### config.mk
export PLATFORM = sky130hd
export DESIGN_NAME = muldiv_unit_flat
export DESIGN_NICKNAME = d
export VERILOG_FILES = /design/src/rtl/muldiv_unit_pkg.sv /design/src/rtl/muldiv_unit_if.sv /design/src/rtl/muldiv_unit_div_step.sv /design/src/rtl/muldiv_unit.sv /design/src/flat_wrapper.sv
export SDC_FILE = /design/constraint.sdc
export NUM_CORES = 1
export LEC_CHECK = 0
export ABC_AREA = 1
export CAP_MARGIN = 20
export CELL_PAD_IN_SITES_DETAIL_PLACEMENT = 0
export CELL_PAD_IN_SITES_GLOBAL_PLACEMENT = 1
export CORE_UTILIZATION = 39
export DETAILED_ROUTE_END_ITERATION = 12
export GPL_TIMING_DRIVEN = 0
export PLACE_DENSITY = 0.87
export SYNTH_ARGS = -nofsm -noshare
export SYNTH_HDL_FRONTEND = slang
export SYNTH_SLANG_ARGS = --single-unit
### constraint.sdc
create_clock -name clk -period 6.5 [get_ports clk]
set_input_delay 1.3 -clock clk [delete_from_list [all_inputs] [get_ports clk]]
set_output_delay 1.3 -clock clk [all_outputs]
set_load 0.005 [all_outputs]
### src/rtl/muldiv_unit_pkg.sv
// muldiv_unit_pkg: shared types and constants for the RV32M multiply/divide unit.
// Optional feature macro used by the unit: MULDIV_FAST_MUL_EN.
package muldiv_unit_pkg;

  localparam int XLEN  = 32;
  localparam int CNT_W = $clog2(XLEN);
  localparam logic [CNT_W-1:0] CNT_LAST = CNT_W'(XLEN - 1);

  // Instruction identification for the R-type M-extension group
  localparam logic [6:0] OPCODE_OP     = 7'b0110011;
  localparam logic [6:0] FUNCT7_MULDIV = 7'b0000001;

  // Architectural results for the divide corner cases
  localparam logic [XLEN-1:0] DIV_BY_ZERO_Q = 32'hFFFF_FFFF;
  localparam logic [XLEN-1:0] INT_MIN       = 32'h8000_0000;

  typedef enum logic [2:0] {
    OP_MUL    = 3'd0,
    OP_MULH   = 3'd1,
    OP_MULHSU = 3'd2,
    OP_MULHU  = 3'd3,
    OP_DIV    = 3'd4,
    OP_DIVU   = 3'd5,
    OP_REM    = 3'd6,
    OP_REMU   = 3'd7
  } muldiv_op_e;

  typedef enum logic [1:0] {
    ST_IDLE = 2'd0,
    ST_CALC = 2'd1,
    ST_FIX  = 2'd2,
    ST_DONE = 2'd3
  } muldiv_state_e;

  // rs1 is read as two's complement for every op except the unsigned forms
  function automatic logic op_a_signed(input muldiv_op_e op);
    return (op == OP_MUL) || (op == OP_MULH) || (op == OP_MULHSU) ||
           (op == OP_DIV) || (op == OP_REM);
  endfunction

  // rs2 is unsigned for MULHSU in addition to the unsigned forms
  function automatic logic op_b_signed(input muldiv_op_e op);
    return (op == OP_MUL) || (op == OP_MULH) ||
           (op == OP_DIV) || (op == OP_REM);
  endfunction

endpackage

### src/rtl/muldiv_unit_if.sv
// muldiv_unit_if: issue and write-back handshake bundle of the multiply/divide unit.
interface muldiv_unit_if;
  import muldiv_unit_pkg::*;

  logic            in_valid;
  logic            in_ready;
  logic [2:0]      funct3;
  logic [XLEN-1:0] op_a;
  logic [XLEN-1:0] op_b;
  logic [4:0]      rd_in;
  logic            out_valid;
  logic            out_ready;
  logic [XLEN-1:0] result;
  logic [4:0]      rd_out;
  logic            busy;

  // Issue side / write-back side driver (register file and decode)
  modport master (
    output in_valid, funct3, op_a, op_b, rd_in, out_ready,
    input  in_ready, out_valid, result, rd_out, busy
  );

  // The execute unit itself
  modport slave (
    input  in_valid, funct3, op_a, op_b, rd_in, out_ready,
    output in_ready, out_valid, result, rd_out, busy
  );

endinterface

### src/rtl/muldiv_unit_div_step.sv
// muldiv_div_step: one combinational restoring-division iteration.
// Shifts the next dividend bit into the partial remainder and subtracts the
// divisor when it fits, producing one quotient bit.
module muldiv_div_step
  import muldiv_unit_pkg::*;
(
  input  logic [XLEN:0]   rem_i,
  input  logic [XLEN-1:0] divisor_i,
  input  logic            dividend_bit_i,
  output logic [XLEN:0]   rem_o,
  output logic            q_bit_o
);

  logic [XLEN+1:0] shifted;
  logic [XLEN+1:0] diff;

  // Trial subtraction; a non-negative difference means the divisor fits
  always_comb begin
    shifted = {rem_i, dividend_bit_i};
    diff    = shifted - {2'b00, divisor_i};
    q_bit_o = ~diff[XLEN+1];
    rem_o   = q_bit_o ? diff[XLEN:0] : shifted[XLEN:0];
  end

endmodule

### src/rtl/muldiv_unit.sv
// muldiv_unit: iterative RV32M multiply/divide execute unit.
// Works on operand magnitudes (shift-add multiply, restoring divide, one bit
// per cycle) and restores signs in a final FIX cycle.
// Optional macro MULDIV_FAST_MUL_EN: multiplies finish in one cycle through a
// full-width multiplier; divides always use the iterative path.
module muldiv_unit
  import muldiv_unit_pkg::*;
(
  input  logic         clk,
  input  logic         reset,
  muldiv_unit_if.slave bus
);

  muldiv_state_e         state_q, state_d;
  muldiv_op_e            op_q;
  logic [4:0]            rd_q;
  logic                  sign_a_q, sign_b_q;
  logic [XLEN-1:0]       opnd_q;     // multiplicand |a| or divisor |b|
  logic [2*XLEN-1:0]     acc_q;      // product / {unused, quotient-dividend}
  logic [XLEN:0]         rem_q;
  logic [CNT_W-1:0]      count_q;
  logic [XLEN-1:0]       result_q;

  // Incoming-op decode
  muldiv_op_e            in_op;
  logic                  in_is_div;
  logic                  in_neg_a, in_neg_b;
  logic [XLEN-1:0]       abs_a, abs_b;
  logic                  div_zero, div_ovf, special_hit, fast_hit;
  logic [XLEN-1:0]       special_res;
  logic                  accept;

  // Iteration datapath
  logic [XLEN:0]         mul_sum;
  logic [XLEN:0]         div_rem;
  logic                  div_qbit;

  // Sign-corrected results
  logic [2*XLEN-1:0]     prod_fix;
  logic [XLEN-1:0]       quot_fix, rem_fix, fix_res;

`ifdef MULDIV_FAST_MUL_EN
  logic signed [2*XLEN-1:0] fast_a, fast_b, fast_prod;
  logic [XLEN-1:0]          fast_res;
`endif

  assign accept = bus.in_valid && (state_q == ST_IDLE);

  // Decode the presented op: operand magnitudes and corner-case results
  always_comb begin
    in_op       = muldiv_op_e'(bus.funct3);
    in_is_div   = bus.funct3[2];
    in_neg_a    = op_a_signed(in_op) && bus.op_a[XLEN-1];
    in_neg_b    = op_b_signed(in_op) && bus.op_b[XLEN-1];
    abs_a       = in_neg_a ? -bus.op_a : bus.op_a;
    abs_b       = in_neg_b ? -bus.op_b : bus.op_b;
    div_zero    = in_is_div && (bus.op_b == '0);
    div_ovf     = ((in_op == OP_DIV) || (in_op == OP_REM)) &&
                  (bus.op_a == INT_MIN) && (bus.op_b == '1);
    special_hit = div_zero || div_ovf;
    // funct3[1] separates remainder ops from quotient ops among divides
    if (div_zero) special_res = bus.funct3[1] ? bus.op_a : DIV_BY_ZERO_Q;
    else          special_res = bus.funct3[1] ? '0 : INT_MIN;
`ifdef MULDIV_FAST_MUL_EN
    fast_hit  = !in_is_div;
    fast_a    = {{XLEN{op_a_signed(in_op) && bus.op_a[XLEN-1]}}, bus.op_a};
    fast_b    = {{XLEN{op_b_signed(in_op) && bus.op_b[XLEN-1]}}, bus.op_b};
    fast_prod = fast_a * fast_b;
    fast_res  = (in_op == OP_MUL) ? fast_prod[XLEN-1:0] : fast_prod[2*XLEN-1:XLEN];
`else
    fast_hit  = 1'b0;
`endif
  end

  // Shift-add step: add multiplicand into the high half when the multiplier LSB is set
  always_comb begin
    mul_sum = {1'b0, acc_q[2*XLEN-1:XLEN]} + {1'b0, (acc_q[0] ? opnd_q : '0)};
  end

  muldiv_div_step u_div_step (
    .rem_i          (rem_q),
    .divisor_i      (opnd_q),
    .dividend_bit_i (acc_q[XLEN-1]),
    .rem_o          (div_rem),
    .q_bit_o        (div_qbit)
  );

  // Sign correction of the magnitude results and final result selection
  always_comb begin
    prod_fix = (sign_a_q ^ sign_b_q) ? -acc_q : acc_q;
    quot_fix = (sign_a_q ^ sign_b_q) ? -acc_q[XLEN-1:0] : acc_q[XLEN-1:0];
    rem_fix  = sign_a_q ? -rem_q[XLEN-1:0] : rem_q[XLEN-1:0];
    case (op_q)
      OP_MUL:                       fix_res = prod_fix[XLEN-1:0];
      OP_MULH, OP_MULHSU, OP_MULHU: fix_res = prod_fix[2*XLEN-1:XLEN];
      OP_DIV, OP_DIVU:              fix_res = quot_fix;
      default:                      fix_res = rem_fix;
    endcase
  end

  // FSM state register
  always_ff @(posedge clk or posedge reset) begin
    if (reset) state_q <= ST_IDLE;
    else       state_q <= state_d;
  end

  // FSM next-state logic
  always_comb begin
    state_d = state_q;
    case (state_q)
      ST_IDLE: if (bus.in_valid) state_d = (special_hit || fast_hit) ? ST_DONE : ST_CALC;
      ST_CALC: if (count_q == CNT_LAST) state_d = ST_FIX;
      ST_FIX:  state_d = ST_DONE;
      ST_DONE: if (bus.out_ready) state_d = ST_IDLE;
      default: state_d = ST_IDLE;
    endcase
  end

  // FSM outputs: handshake and busy flags decoded from state
  always_comb begin
    bus.in_ready  = (state_q == ST_IDLE);
    bus.busy      = (state_q != ST_IDLE);
    bus.out_valid = (state_q == ST_DONE);
  end

  assign bus.result = result_q;
  assign bus.rd_out = rd_q;

  // Datapath registers: operand capture, per-cycle iteration, result latch
  always_ff @(posedge clk or posedge reset) begin
    if (reset) begin
      op_q     <= OP_MUL;
      rd_q     <= '0;
      sign_a_q <= 1'b0;
      sign_b_q <= 1'b0;
      opnd_q   <= '0;
      acc_q    <= '0;
      rem_q    <= '0;
      count_q  <= '0;
      result_q <= '0;
    end else begin
      case (state_q)
        ST_IDLE: begin
          if (accept) begin
            op_q     <= in_op;
            rd_q     <= bus.rd_in;
            sign_a_q <= in_neg_a;
            sign_b_q <= in_neg_b;
            count_q  <= '0;
            rem_q    <= '0;
            // Multiply: |a| is the addend, |b| shifts out of the low half.
            // Divide: |b| is the divisor, |a| shifts out as quotient shifts in.
            opnd_q   <= in_is_div ? abs_b : abs_a;
            acc_q    <= {{XLEN{1'b0}}, (in_is_div ? abs_a : abs_b)};
            if (special_hit) result_q <= special_res;
`ifdef MULDIV_FAST_MUL_EN
            else if (fast_hit) result_q <= fast_res;
`endif
          end
        end
        ST_CALC: begin
          count_q <= count_q + 1'b1;
          if (op_q[2]) begin
            acc_q <= {acc_q[2*XLEN-1:XLEN], acc_q[XLEN-2:0], div_qbit};
            rem_q <= div_rem;
          end else begin
            acc_q <= {mul_sum, acc_q[XLEN-1:1]};
          end
        end
        ST_FIX: result_q <= fix_res;
        default: ;
      endcase
    end
  end

endmodule

### src/flat_wrapper.sv
// flat-port wrapper written by rule: the top's interface ports become plain ports
module muldiv_unit_flat import muldiv_unit_pkg::*;
  (clk, reset, bus_in_valid, bus_funct3, bus_op_a, bus_op_b, bus_rd_in, bus_out_ready, bus_in_ready, bus_out_valid, bus_result, bus_rd_out, bus_busy);
  muldiv_unit_if bus_i ();
  input  logic clk;
  input  logic reset;
  input wire logic [$bits(bus_i.in_valid)-1:0] bus_in_valid;
  input wire logic [$bits(bus_i.funct3)-1:0] bus_funct3;
  input wire logic [$bits(bus_i.op_a)-1:0] bus_op_a;
  input wire logic [$bits(bus_i.op_b)-1:0] bus_op_b;
  input wire logic [$bits(bus_i.rd_in)-1:0] bus_rd_in;
  input wire logic [$bits(bus_i.out_ready)-1:0] bus_out_ready;
  output wire logic [$bits(bus_i.in_ready)-1:0] bus_in_ready;
  output wire logic [$bits(bus_i.out_valid)-1:0] bus_out_valid;
  output wire logic [$bits(bus_i.result)-1:0] bus_result;
  output wire logic [$bits(bus_i.rd_out)-1:0] bus_rd_out;
  output wire logic [$bits(bus_i.busy)-1:0] bus_busy;
  assign bus_i.in_valid = bus_in_valid;
  assign bus_i.funct3 = bus_funct3;
  assign bus_i.op_a = bus_op_a;
  assign bus_i.op_b = bus_op_b;
  assign bus_i.rd_in = bus_rd_in;
  assign bus_i.out_ready = bus_out_ready;
  assign bus_in_ready = bus_i.in_ready;
  assign bus_out_valid = bus_i.out_valid;
  assign bus_result = bus_i.result;
  assign bus_rd_out = bus_i.rd_out;
  assign bus_busy = bus_i.busy;
  muldiv_unit u_core (.clk(clk), .reset(reset), .bus(bus_i));
endmodule
# Word-level counts from Yosys, hierarchy flattened
# Cells that the tools add are included.
word_totals:
  reg_bits: 178
  output_inout_bits: 40
  elab_cells: 101
classes:
  addsub: 8
  n_eq_ne: 22
  muxes: 29
  bitwise: 2
  n_reduce_logical: 29
op_table:
  columns: ["cell", "n"]
  rows:
  - ["$mux 32", 12]
  - ["$mux 64", 3]
  - ["$neg 32->32", 4]
  - ["$pmux 64 s2", 1]
  - ["$mux 33", 3]
  - ["$pmux 32 s3", 1]
  - ["$pmux 33 s2", 1]
  - ["$eq 32x32->1 const B", 2]
  - ["$neg 64->64", 1]
  - ["$pmux 32 s2", 1]
  - ["$sub 34x32->34", 1]
  - ["$add 32x32->33", 1]
  - ["$logic_not 32->1", 1]
  - ["$eq 3x3->1 const B", 4]
  - ["$reduce_and 3->1", 4]
  - ["$pmux 5 s2", 1]
  - ["$eq 3x2->1 const B", 3]
  - ["$logic_or 1x1->1", 8]
  - ["$mux 2", 4]
  - ["$ne 2x1->1 const B", 4]
  - ["$pmux 2 s4", 1]
  - ["$eq 3x1->1 const B", 2]
  - ["$logic_and 1x1->1", 6]
  - ["$logic_not 3->1", 2]
  - ["other kinds (13)", 19]

# Depth between registers and ports, before layout
# Gate-level depths: netlist (run 1).
depth:
  depth_word: 10
  ltp_mapped: 19
  mapped_depth_nobuf: 18

# By module
# Synthesis (run 1) repeated with hierarchy kept, for this count alone.
hier_totals:
  cells_unflattened: 3356
  area_unflattened_um2: 19323.5
by_module_without_submodules:
  columns: ["mod", "n_inst", "cells_each", "area_per_inst_um2"]
  rows:
  - ["muldiv_unit", 1, 2635, 15879.0]
  - ["muldiv_div_step", 1, 721, 3444.6]

# Worst setup path before layout (run 1)
# OpenSTA, ideal clock, no wires.
synth_path:
  kind: "input -> register"
  from: "input port bus_op_a[1]"
  to: "register u_core.result_q[2], in the netlist u_core.bus.result[2]"
  setup_time_ns: 0.120
  t_arrival_ns: 2.777
  t_required_ns: 6.380
  path_slack_ns: 3.603
  path_stages: 14
  cell_sequence: "inv_1 -> ha_1 -> nand2_2 -> nor2_4 -> nand3_2 -> nor2_4 -> nand2_1 -> nor2_1 -> nand3b_1 -> nand3_2 -> nand2_4 -> clkbuf_1 -> nor2_1 -> a21oi_2"
synth_between:
  elab_chain_cells: 6
synth_rtl:
  columns: ["item", "line_no", "source"]
  rows:
  - ["start, declared", "flat_wrapper.sv:9", "input wire logic [$bits(bus_i.op_a)-1:0] bus_op_a;"]
  - ["$eq 32x32->1", "muldiv_unit.sv:59", "(bus.op_a == INT_MIN) && (bus.op_b == '1);"]
  - ["$logic_and 1x1->1", "muldiv_unit.sv:58", "div_ovf = ((in_op == OP_DIV) || (in_op == OP_REM)) &&"]
  - ["$logic_and 1x1->1", "muldiv_unit.sv:59", null]
  - ["$logic_or 1x1->1", "muldiv_unit.sv:60", "special_hit = div_zero || div_ovf;"]
  - ["$ne 2x1->1 (no line)", null, null]
  - ["$reduce_and 3->1 (no line)", null, null]
  - ["end signal, assigned", "muldiv_unit.sv:155", "if (special_hit) result_q <= special_res;"]
  - ["end signal, assigned", "muldiv_unit.sv:170", "ST_FIX: result_q <= fix_res;"]
  - ["end, declared", "muldiv_unit.sv:22", "logic [XLEN-1:0] result_q;"]
# Every way passes these cells.
# A chain may end at the register's enable or synchronous reset.

# Worst setup path in the final report (run 1)
layout_path:
  from: "register u_core.acc_q[0]"
  to: "register u_core.acc_q[57]"
layout_between:
  elab_chain_cells: 4
layout_rtl:
  columns: ["item", "line_no", "source"]
  rows:
  - ["start, declared", "muldiv_unit.sv:19", "logic [2*XLEN-1:0] acc_q;"]
  - ["start signal, assigned", "muldiv_unit.sv:154", "acc_q <= {{XLEN{1'b0}}, (in_is_div ? abs_a : abs_b)};"]
  - ["start signal, assigned", "muldiv_unit.sv:164", "acc_q <= {acc_q[2*XLEN-1:XLEN], acc_q[XLEN-2:0], div_qbit};"]
  - ["start signal, assigned", "muldiv_unit.sv:167", "acc_q <= {mul_sum, acc_q[XLEN-1:1]};"]
  - ["$mux 32", "muldiv_unit.sv:77", "mul_sum = {1'b0, acc_q[2*XLEN-1:XLEN]} + {1'b0, (acc_q[0] ? opnd_q : '0)};"]
  - ["$add 32x32->33", "muldiv_unit.sv:77", null]
  - ["$mux 64", "muldiv_unit.sv:163", "if (op_q[2]) begin"]
  - ["$pmux 64 s2", "muldiv_unit.sv:142", "case (state_q)"]
# Every way passes these cells. The select of a mux whose other input is x is not followed.

==> flow_summary_export.csv, run 1 <==
group,metric,value,unit
floorplanning,core_area,46850,um2
pwr,peakVddDrop,0.3249,mV
finish,fin_nets,3446,
finish,fin_area,21220,um2
worst_setup_path,critPathBufInv,6,
timing,fin_skew,0.02215,ns
timing,relSlewSlack,30.01,%
detailed_routing,drc,0,
place,dp_slack,2.338,ns
logic_synthesis,synth_edf_count,0,
place,dpl.hpwl,73120,um
worst_hold_path,hold_path_end,"u_core.bus.rd_out[2]",
timing,finalWorstSetupSlack,2.426,ns
detailed_routing,final_antenna_net_count,0,
finish,layout_commonest_cell,"nand2_1",
worst_hold_path,hold_depth,2,
logic_synthesis,synth_flop_cell,"dfrtp_1",
pwr,cellPowerDensity,570.1,nW/um2
global_route,gr-max-usage-layer,"met2",
timing,rsz0062_at_grt,"no",
worst_setup_path,r2r_cells,19,
floorplanning,initial_utilization,39.76,%
timing,final.period_utilization,62.68,%
global_route,grt_usage,36.47,%
timing,hold_violations,0,
worst_setup_path,startpoint_type,"register",
cts,hold_buffers,0,
global_route,met3_usage,5.966,%
timing,setup_viol,0,
worst_setup_path,slowest_stage,"o21ai_0",
finish,syn_to_final_growth,13.90,%
cts,insertion_delay,0.52,ns
global_route,grt_pass1_vias,20564,
detailed_routing,drt-wirelength-per-cell,22.48,um
logic_synthesis,ys_warn_count,0,
floorplanning,ioPinCount,116,
logic_synthesis,ys_ff_latch,178,
logic_synthesis,synth_cell_types,57,
cts,h-tree-depth,4,
cts,clkSlewWorstSetupHoldPaths,0.09,ns
worst_setup_path,cp_max_fo,10,
logic_synthesis,syn_inst,3158,
worst_setup_path,cp.required,6.89,ns
logic_synthesis,synth_area,18630,um2
detailed_routing,routed_wl,87990,um
pwr,total_leakage_power,10.30,nW
finish,final_cell_mix,"nand2_1, nor2_1, inv_1",
worst_hold_path,hold_start,"u_core.bus.rd_out[2]",
worst_setup_path,r2r_setup_slack,2.43,ns
worst_setup_path,critPathArrivalTime,4.47,ns
worst_hold_path,hold_class,"reg -> reg",
floorplanning,die_area,48650,um2
global_route,use_met2,57.73,%
worst_setup_path,cp.depth,19,
floorplanning,die-width,220.6,um
global_route,grt.overflow.total,0,
place,placed_area,20580,um2
timing,drv_slew,0,
outcome,outcome,"complete, no violations",
detailed_routing,drt-initial-drc-count,2266,
worst_setup_path,worstSetupPathType,"reg -> reg",
worst_setup_path,path_cells,"buf_2, clkbuf_1, nand2_1, inv_1, ha_1, inv_1, fa_1, inv_1, nand2_1, o21ai_0, nand2_1, nand2_1, inv_1, o21ai_0, nand2_1, o211ai_1, nand2_1, nand2_1, o21ai_0",
worst_setup_path,r2r-end,"u_core.acc_q[57]",
logic_synthesis,async_flop_share,100.0,%
floorplanning,num_rows,79,
logic_synthesis,synthTopCellsByArea,"dfrtp_1, nand2_1, nor2_1",
global_route,grt_max_degree,101,
logic_synthesis,ys_seq_area_share,23.91,%
cts,clk_path_buf_depth,2,
global_route,grt_antenna_before_repair,2,
logic_synthesis,synth.top_cell.area_share,23.91,%
place,dp.cells,3881,
finish,fin_cells,3914,
floorplanning,die_y,220.6,um
worst_setup_path,cpMostUsedCell,"nand2_1",
cts,cts_tree,"done",
timing,timing.fmax,0.2454,GHz
cts,cts.repair.resized,0,
detailed_routing,vias,22247,
logic_synthesis,synth_top_cell_by_area,"dfrtp_1",
worst_setup_path,critical_path.max_stage_delay,0.55,ns
global_route,met1_usage,47.19,%
worst_setup_path,cpLargestDelayFamily,"compound AO/OA/AOI/OAI gates",
logic_synthesis,syn_nets,3311,
place,gp_congestion,1.021,
cts,cts-root-buf,"clkbuf_16",
timing,fin_crit,4.074,ns
finish,drive_above_1_share,3.721,%
worst_setup_path,worst_r2r_startpoint,"u_core.acc_q[0]",
timing,tightest_slew,1.046,ns
cts,numCtsBuffers,17,
global_route,grt_pass1_wl,129100,um
detailed_routing,firstDrtPassIters,6,
worst_setup_path,endpoint_kind,"register",
detailed_routing,viasPerCell,5.684,
timing,fin_hold_ws,0.4813,ns
flow_run,drv_cap,0,
place,port_buffers,115,
cts,cts.sinks,178,
logic_synthesis,avgSynthCellArea,5.899,um2
cts,postCtsSetupBuffers,0,
-- sequential cells by signal (all words and copies together) (netlist names) --
| signal | count |
|---|---|
| u_core.acc_q | 64 |
| u_core.sign_b_q | 1 |
| u_core.rem_q | 33 |
| u_core.bus.result | 32 |
| u_core.opnd_q | 32 |
| u_core.bus.rd_out | 5 |
| u_core.state_q | 2 |
| u_core.sign_a_q | 1 |
| u_core.op_q | 3 |
| u_core.count_q | 5 |
-- metal layers --
metal / vias up / share of wire, %
met2: 1043 / 45
li1: 10639 / -
met3: 197 / 7.8
met4: 0 / 6.0
met5: - / 0
met1: 10368 / 42
-- final cells by class --
cell class | instances | area [um2]
Tap cell | 607 | 759.5
Multi-Input combinational cell | 2483 | 12230
Inverter | 398 | 1501
Buffer | 99 | 454.2
Antenna cell | 1 | 2.502
Sequential cell | 178 | 4454
Timing Repair Buffer | 116 | 1179
Clock inverter | 15 | 216.5
Fill cell | 5255 | 25630
Clock buffer | 17 | 425.4
-- through the flow --
| stage | power [mW] | setup TNS [ns] | utilization, % |
|---|---|---|---|
| finish | 12.10 | 0 | 45.29 |
| global route | 12.96 | 0 | 45.29 |
| CTS | 11.82 | 0 | 45.29 |
| detailed placement | 10.63 | 0 | 43.92 |
| global placement | 10.64 | -439.53 | 43.84 |
| floorplan | 7.536 | 0 | - |
-- tightest hold or removal path: stages (launching register included) --
cell     delay (ns)
dfrtp_1        0.35
nand2_1        0.05
nand2_1        0.06
-- power by group --
group / leakage (nW) / internal (mW) / switching, mW
registers: 2.22 / 1.61 / 0.777
clock network: 0.307 / 0.538 / 0.619
logic: 7.77 / 2.67 / 5.89
total: 10.3 / 4.81 / 7.28
-- cell families (layout without fill, tap and decap cells) --
logic type                 count (synthesis)  after routing  share of synthesized area [%]
adders and majority gates                 77             77                          5.252
DFF                                      178            178                          23.91
xor gates and xnor gates                  55             55                          2.586
and+or+nand+nor                         1802           1802                          40.58
AOI/OAI and AO/OA                        549            549                          17.21
buffers and inverters                    497            645                          10.46
other                                      0              1                              0
-- worst max path at each step --
| stage | slack, ns | from | end |
|---|---|---|---|
| 2_1_floorplan | 0.37 | reset | u_core.acc_q[0] |
| 6_report | 2.43 | u_core.acc_q[0] | u_core.acc_q[57] |
| 5_1_grt | 2.16 | u_core.acc_q[0] | u_core.acc_q[57] |
| 4_1_cts | 2.46 | u_core.acc_q[0] | u_core.acc_q[57] |
| 3_3_place_gp | -2.51 | reset | u_core.bus.result[20] |
| 3_5_place_dp | 2.34 | bus_op_a[0] | u_core.bus.result[7] |
-- Yosys cell counts (2+ instances only) --
cell	count
buf_4	5
nor2_2	9
nand3b_1	14
nor3_2	2
nand2_2	8
a221o_1	2
buf_1	12
inv_2	12
xor2_1	36
a21oi_1	197
o31ai_1	4
a21o_1	9
a22oi_1	24
nand2_1	890
o21bai_1	10
nor2_4	5
buf_6	3
o211ai_1	28
dfrtp_1	178
fa_1	2
o221ai_1	13
a221oi_1	29
nand4_1	42
and2_1	6
inv_1	386
o21ai_0	188
clkbuf_1	54
a2bb2oi_1	2
a211oi_1	2
o22ai_1	16
ha_1	75
o21a_1	3
nor4_1	5
or2_2	5
o21ai_1	2
a31oi_1	7
nor2_1	449
buf_2	24
xnor2_1	19
nand3_1	328
nand3_2	2
a21oi_2	8
nor3_1	29
No activity file was read; power rests on OpenSTA's default activity.
==> inputs of run 2 (changes only) <==
Clock period 6.5 ns to 3.3 ns, I/O delays scaled along.
==> run 2 against run 1 <==
  * Critical path depth is the same
  * Count of clock-buffer cells in the layout did not move
  * First-iteration DRC count is 13% higher
  * Combinational power increased by 96%
  * Critical endpoint unchanged
==> flow_summary_export.csv, run 2 (synthesis gave the netlist of run 1 again) <==
group,metric,value,unit
pwr,p_clk_share,9.5,%
worst_setup_path,cpLargestDelayFamily,"buffers and inverters",
timing,fin_hold_ws,0.4414,ns
floorplanning,die_y,220.6,um
place,port_buffers,115,
place,dpl.hpwl,73290,um
cts,cts.sinks,178,
cts,clkSlewWorstSetupHoldPaths,0.08,ns
place,placed_area,20640,um2
timing,fin_skew,0.02276,ns
floorplanning,core_area,46850,um2
timing,hold_violations,0,
worst_setup_path,slowest_stage,"fa_1",
timing,finalWorstSetupSlack,0.1976,ns
global_route,grt_antenna_before_repair,2,
timing,timing.fmax,0.3223,GHz
finish,syn_to_final_growth,14.54,%
timing,rsz0062_at_grt,"no",
pwr,pwr-share-seq,19.9,%
worst_setup_path,path_cells,"clkbuf_4, buf_4, nand2_1, inv_1, ha_1, inv_1, fa_1, inv_1, nand2_1, o21ai_4, nand2_1, nand2_1, inv_1, o21ai_4, nand2_1, o211ai_1, nand2_1, nand2_1, o21ai_0",
pwr,total_leakage_power,10.35,nW
worst_setup_path,critPathBufInv,6,
global_route,grt_max_degree,40,
floorplanning,die-width,220.6,um
pwr,internal_power,9.563,mW
worst_setup_path,startpoint_type,"register",
detailed_routing,drt-initial-drc-count,2569,
worst_setup_path,cp_max_fo,10,
floorplanning,initial_utilization,39.76,%
pwr,switchingPower,14.21,mW
timing,tightest_slew,0.7986,ns
detailed_routing,drt-wirelength-per-cell,22.26,um
place,dp.cells,3885,
finish,fin_nets,3452,
finish,multiInputGateArea,12250,um2
finish,final_cell_mix,"nand2_1, nor2_1, inv_1",
worst_setup_path,critical_path.max_stage_delay,0.37,ns
place,dp_slack,-0.7324,ns
global_route,grt.overflow.total,0,
cts,numCtsBuffers,17,
pwr,combPwrFrac,70.6,%
floorplanning,ioPinCount,116,
timing,final.period_utilization,94.01,%
floorplanning,num_rows,79,
finish,largest_reg_flops,64,
global_route,gr-max-usage-layer,"met2",
timing,drv_slew,0,
timing,setup_viol,0,
pwr,cellPowerDensity,1114,nW/um2
detailed_routing,routed_wl,87220,um
global_route,met1_usage,47.61,%
detailed_routing,final_antenna_net_count,0,
worst_setup_path,endpoint_kind,"register",
worst_setup_path,critPathArrivalTime,3.49,ns
pwr,peakVddDrop,0.7720,mV
finish,layout_commonest_cell,"nand2_1",
finish,regMostFlops,"u_core.acc_q",
finish,n_antenna_cell,0,
global_route,use_met2,55.92,%
finish,seqCellArea,4454,um2
place,gp_congestion,1.056,
finish,reg.largest.list,"u_core.acc_q: 64 flops, u_core.rem_q: 33 flops",
global_route,grt_pass1_vias,20620,
detailed_routing,drc,0,
worst_setup_path,cp.required,3.68,ns
finish,fin_area,21340,um2
finish,fin_cells,3919,
worst_hold_path,hold_class,"in -> async",
detailed_routing,firstDrtPassIters,8,
detailed_routing,vias,22361,
cts,h-tree-depth,4,
worst_setup_path,worstSetupPathType,"reg -> reg",
detailed_routing,viasPerCell,5.706,
global_route,met3_usage,4.797,%
cts,cts-root-buf,"clkbuf_16",
cts,cts_tree,"done",
global_route,grt_usage,36.13,%
outcome,outcome,"complete, no violations",
finish,n_fill_cell,5171,
timing,relSlewSlack,46.56,%
cts,insertion_delay,0.51,ns
flow_run,drv_cap,0,
global_route,grt_pass1_wl,128500,um
worst_setup_path,cpMostUsedCell,"nand2_1",
timing,fin_crit,3.102,ns
cts,clk_path_buf_depth,2,
pwr,p_sw_share,59.77,%
floorplanning,die_area,48650,um2
finish,drive_above_1_share,4.016,%
-- run 2: through the flow --
stage               util (%)  total power, mW  setup TNS, ns
finish                 45.55            23.77              0
global route           45.55            25.49              0
CTS                    45.47            23.26              0
detailed placement     44.06            20.89         -5.309
global placement       43.85            20.88        -241.75
floorplan                  -            14.84              0
-- run 2: path summary, 6_finish.rpt --
path / startpoint / endpoint / slack, ns / cells past startpoint
worst max-delay path: u_core.acc_q[0] / u_core.acc_q[57] / 0.20 / 19
worst min-delay path: reset / u_core.opnd_q[30] / 0.44 / 2
worst max register to register: u_core.acc_q[0] / u_core.acc_q[57] / 0.20 / 19
worst min register to register: u_core.bus.rd_out[4] / u_core.bus.rd_out[4] / 0.48 / 2
max in group asynchronous: reset / u_core.acc_q[3] / 1.85 / 5
min in group clk: u_core.bus.rd_out[4] / u_core.bus.rd_out[4] / 0.48 / 2
-- run 2: power groups by stage --
stage                     Sequential, mW  Clock [mW]  Combinational, mW
after global placement              4.66           0               16.2
after global routing                4.76        2.36               18.4
final                               4.72        2.26               16.8
after CTS                           4.62        2.29               16.4
after floorplan                     3.95           0               10.9
after detailed placement            4.64           0               16.3
-- run 2: per-layer routing --
layer / part of all wire [%] / wire [um]
met2: 44 / 38210
met5: 0.031 / 27
met1: 41 / 35990
met4: 6.6 / 5738
met3: 8.3 / 7246
-- run 2: what timing repair did --
item	4_1_cts	5_1_grt
endpoints found under the setup margin	14	21
pin swaps	0	1
endpoints found under the hold margin	0	0
hold buffers	0	0
gates resized for setup	6	7
buffers inserted	0	2
-- run 2: final cells by class --
| class | count | share of cell area, % |
|---|---|---|
| plain buffers | 99 | 2.158 |
| clock buffers | 17 | 1.994 |
| clock inverters | 15 | 1.044 |
| inverters | 398 | 7.018 |
| multi-input cells | 2483 | 57.42 |
| flip-flops and latches | 178 | 20.87 |
| well taps | 607 | 3.559 |
| repair buffers | 122 | 5.934 |
-- run 2: worst register-to-register path, delay by kind of cell, from the launching register on --
kind / cells / cell delay (ns)
buffers and inverters: 6 / 0.87
AOI/OAI and AO/OA: 4 / 0.62
and+or+nand+nor: 7 / 0.60
adders and majority gates: 2 / 0.58
DFF: 1 / 0.32
==> inputs of run 3 (changes only) <==
Settings changed: CORE_UTILIZATION 39 to 42, DONT_BUFFER_PORTS set to 1.
==> run 3 against run 2 <==
  * Global-route usage increased by 4.5 points
  * Critical path depth unchanged
  * Die area decreased by 7.1%
  * Sequential power increased by 2%
  * Core utilization increased by 0.75 points
  * Flip-flop and latch count unchanged
  * Final area decreased by 5.7%
  * Sequential share of layout area increased by 1.3 points
  * Non-clock buffer count decreased by 118
  * Fmax decreased by 0.71%
  * Combinational power about the same
  * Wire length increased by 4.2%
  * Critical path type unchanged
==> flow_summary_export.csv, run 3 (synthesis gave the netlist of run 1 again) <==
group,metric,value,unit
global_route,met3_usage,7.976,%
place,port_buffers,0,
global_route,met1_usage,52.09,%
detailed_routing,drt-wirelength-per-cell,24.04,um
cts,clkSlewWorstSetupHoldPaths,0.09,ns
detailed_routing,firstDrtPassIters,7,
pwr,peakVddDrop,0.7181,mV
place,gp_congestion,1.048,
timing,fin_skew,0.02042,ns
floorplanning,core_area,43460,um2
pwr,total_leakage_power,9.883,nW
timing,final.period_utilization,94.69,%
global_route,gr-max-usage-layer,"met2",
cts,numCtsBuffers,17,
cts,cts.sinks,178,
cts,cts.repair.resized,6,
global_route,grt_max_degree,44,
timing,relSlewSlack,34.18,%
place,dpl.hpwl,76080,um
finish,final_core_util,46.29,%
worst_setup_path,r2r_setup_slack,0.18,ns
floorplanning,num_rows,76,
timing,hold_violations,0,
cts,clk_path_buf_depth,2,
global_route,grt_antenna_before_repair,0,
cts,cts_tree,"done",
global_route,grt_pass1_wl,133100,um
detailed_routing,viasPerCell,5.921,
cts,postCtsSetupBuffers,0,
worst_setup_path,cp.required,3.68,ns
worst_hold_path,hold_class,"in -> async",
cts,cts-root-buf,"clkbuf_16",
worst_setup_path,startpoint_type,"register",
global_route,use_met2,63.15,%
detailed_routing,drt-initial-drc-count,2778,
finish,fin_nets,3334,
timing,rsz0062_at_grt,"no",
finish,n_fill_cell,4871,
worst_setup_path,r2r-end,"u_core.acc_q[57]",
finish,fin_cells,3780,
cts,h-tree-depth,4,
worst_setup_path,crit_start,"u_core.acc_q[0]",
floorplanning,ioPinCount,116,
outcome,outcome,"complete, no violations",
worst_setup_path,critPathArrivalTime,3.51,ns
place,dp.cells,3747,
timing,drv_slew,0,
cts,insertion_delay,0.51,ns
detailed_routing,drc,0,
floorplanning,die_y,212.6,um
detailed_routing,vias,22380,
worst_setup_path,cp_max_fo,10,
cts,hold_buffers,0,
worst_setup_path,worst_r2r_startpoint,"u_core.acc_q[0]",
timing,fin_crit,3.125,ns
floorplanning,die_area,45210,um2
global_route,grt_pass1_vias,20804,
floorplanning,initial_utilization,42.87,%
global_route,grt_usage,40.59,%
timing,timing.fmax,0.3200,GHz
timing,tightest_slew,0.9770,ns
worst_setup_path,worstSetupPathType,"reg -> reg",
timing,setup_viol,0,
global_route,grt.overflow.total,0,
finish,layout_commonest_cell,"nand2_1",
detailed_routing,final_antenna_net_count,0,
finish,syn_to_final_growth,7.985,%
flow_run,drv_cap,0,
finish,drive_above_1_share,4.070,%
worst_setup_path,r2r_cells,19,
pwr,cellPowerDensity,1172,nW/um2
timing,fin_hold_ws,0.1146,ns
finish,final_cell_mix,"nand2_1, nor2_1, inv_1",
floorplanning,die-width,212.6,um
finish,reg.largest.list,"u_core.acc_q: 64 flops, u_core.rem_q: 33 flops",
detailed_routing,routed_wl,90860,um
worst_setup_path,endpoint_kind,"register",
finish,regMostFlops,"u_core.acc_q",
finish,largest_reg_flops,64,
-- run 3: worst max-delay path by stage --
| stage | slack (ns) | to | cells after the start |
|---|---|---|---|
| 3_5_place_dp | -0.61 | u_core.acc_q[57] | 19 |
| 4_1_cts | 0.05 | u_core.acc_q[57] | 19 |
| 2_1_floorplan | 0.36 | u_core.acc_q[0] | 1 |
| 5_1_grt | 0.01 | u_core.acc_q[57] | 19 |
| 6_report | 0.18 | u_core.acc_q[57] | 19 |
| 3_3_place_gp | -0.75 | u_core.bus.result[8] | 1 |
-- run 3: through the flow --
step	total power, mW	area (um2)	setup WS (ns)	setup TNS [ns]
floorplan	14.84	18630	0.3594	0
global placement	20.53	19370	-0.7521	-129.35
detailed placement	20.67	19450	-0.6133	-2.432
CTS	23.00	20090	0.04912	0
global route	25.21	20120	0.01068	0
finish	23.59	20120	0.1752	0
-- run 3: routing by layer --
metal	share of wire (%)	vias to the layer above
li1	-	10425
met1	41	10527
met2	44	1201
met3	9.1	227
met4	6.2	0
met5	0	-
-- run 3: worst max-delay path: stages (launching register included) --
cell and delay [ns]:
dfrtp_1 0.34, buf_4 0.21, buf_4 0.21, nand2_1 0.06, inv_1 0.14, ha_1 0.20, inv_1 0.06, fa_1 0.36
inv_1 0.10, nand2_1 0.10, o21ai_4 0.20, nand2_1 0.07, nand2_1 0.13, inv_1 0.10, o21ai_4 0.18, nand2_1 0.09
o211ai_1 0.19, nand2_1 0.09, nand2_1 0.07, o21ai_0 0.08
-- run 3: final cells by class --
| cell class | instances | area, um2 | share of cell area [%] |
|---|---|---|---|
| diodes | 1 | 2.502 | 0.01244 |
| plain buffers | 99 | 460.4 | 2.289 |
| clock buffers | 17 | 425.4 | 2.115 |
| clock inverters | 15 | 207.7 | 1.032 |
| inverters | 398 | 1498 | 7.445 |
| multi-input cells | 2483 | 12260 | 60.93 |
| flip-flops and latches | 178 | 4454 | 22.14 |
| well taps | 585 | 732.0 | 3.638 |
| repair buffers | 4 | 80.08 | 0.3980 |
-- run 3: report_power, final --
part	switching (mW)	total, mW	internal (mW)
registers	1.65	4.82	3.17
clock network	1.18	2.24	1.06
logic	11.7	16.5	4.83
total	14.5	23.6	9.05
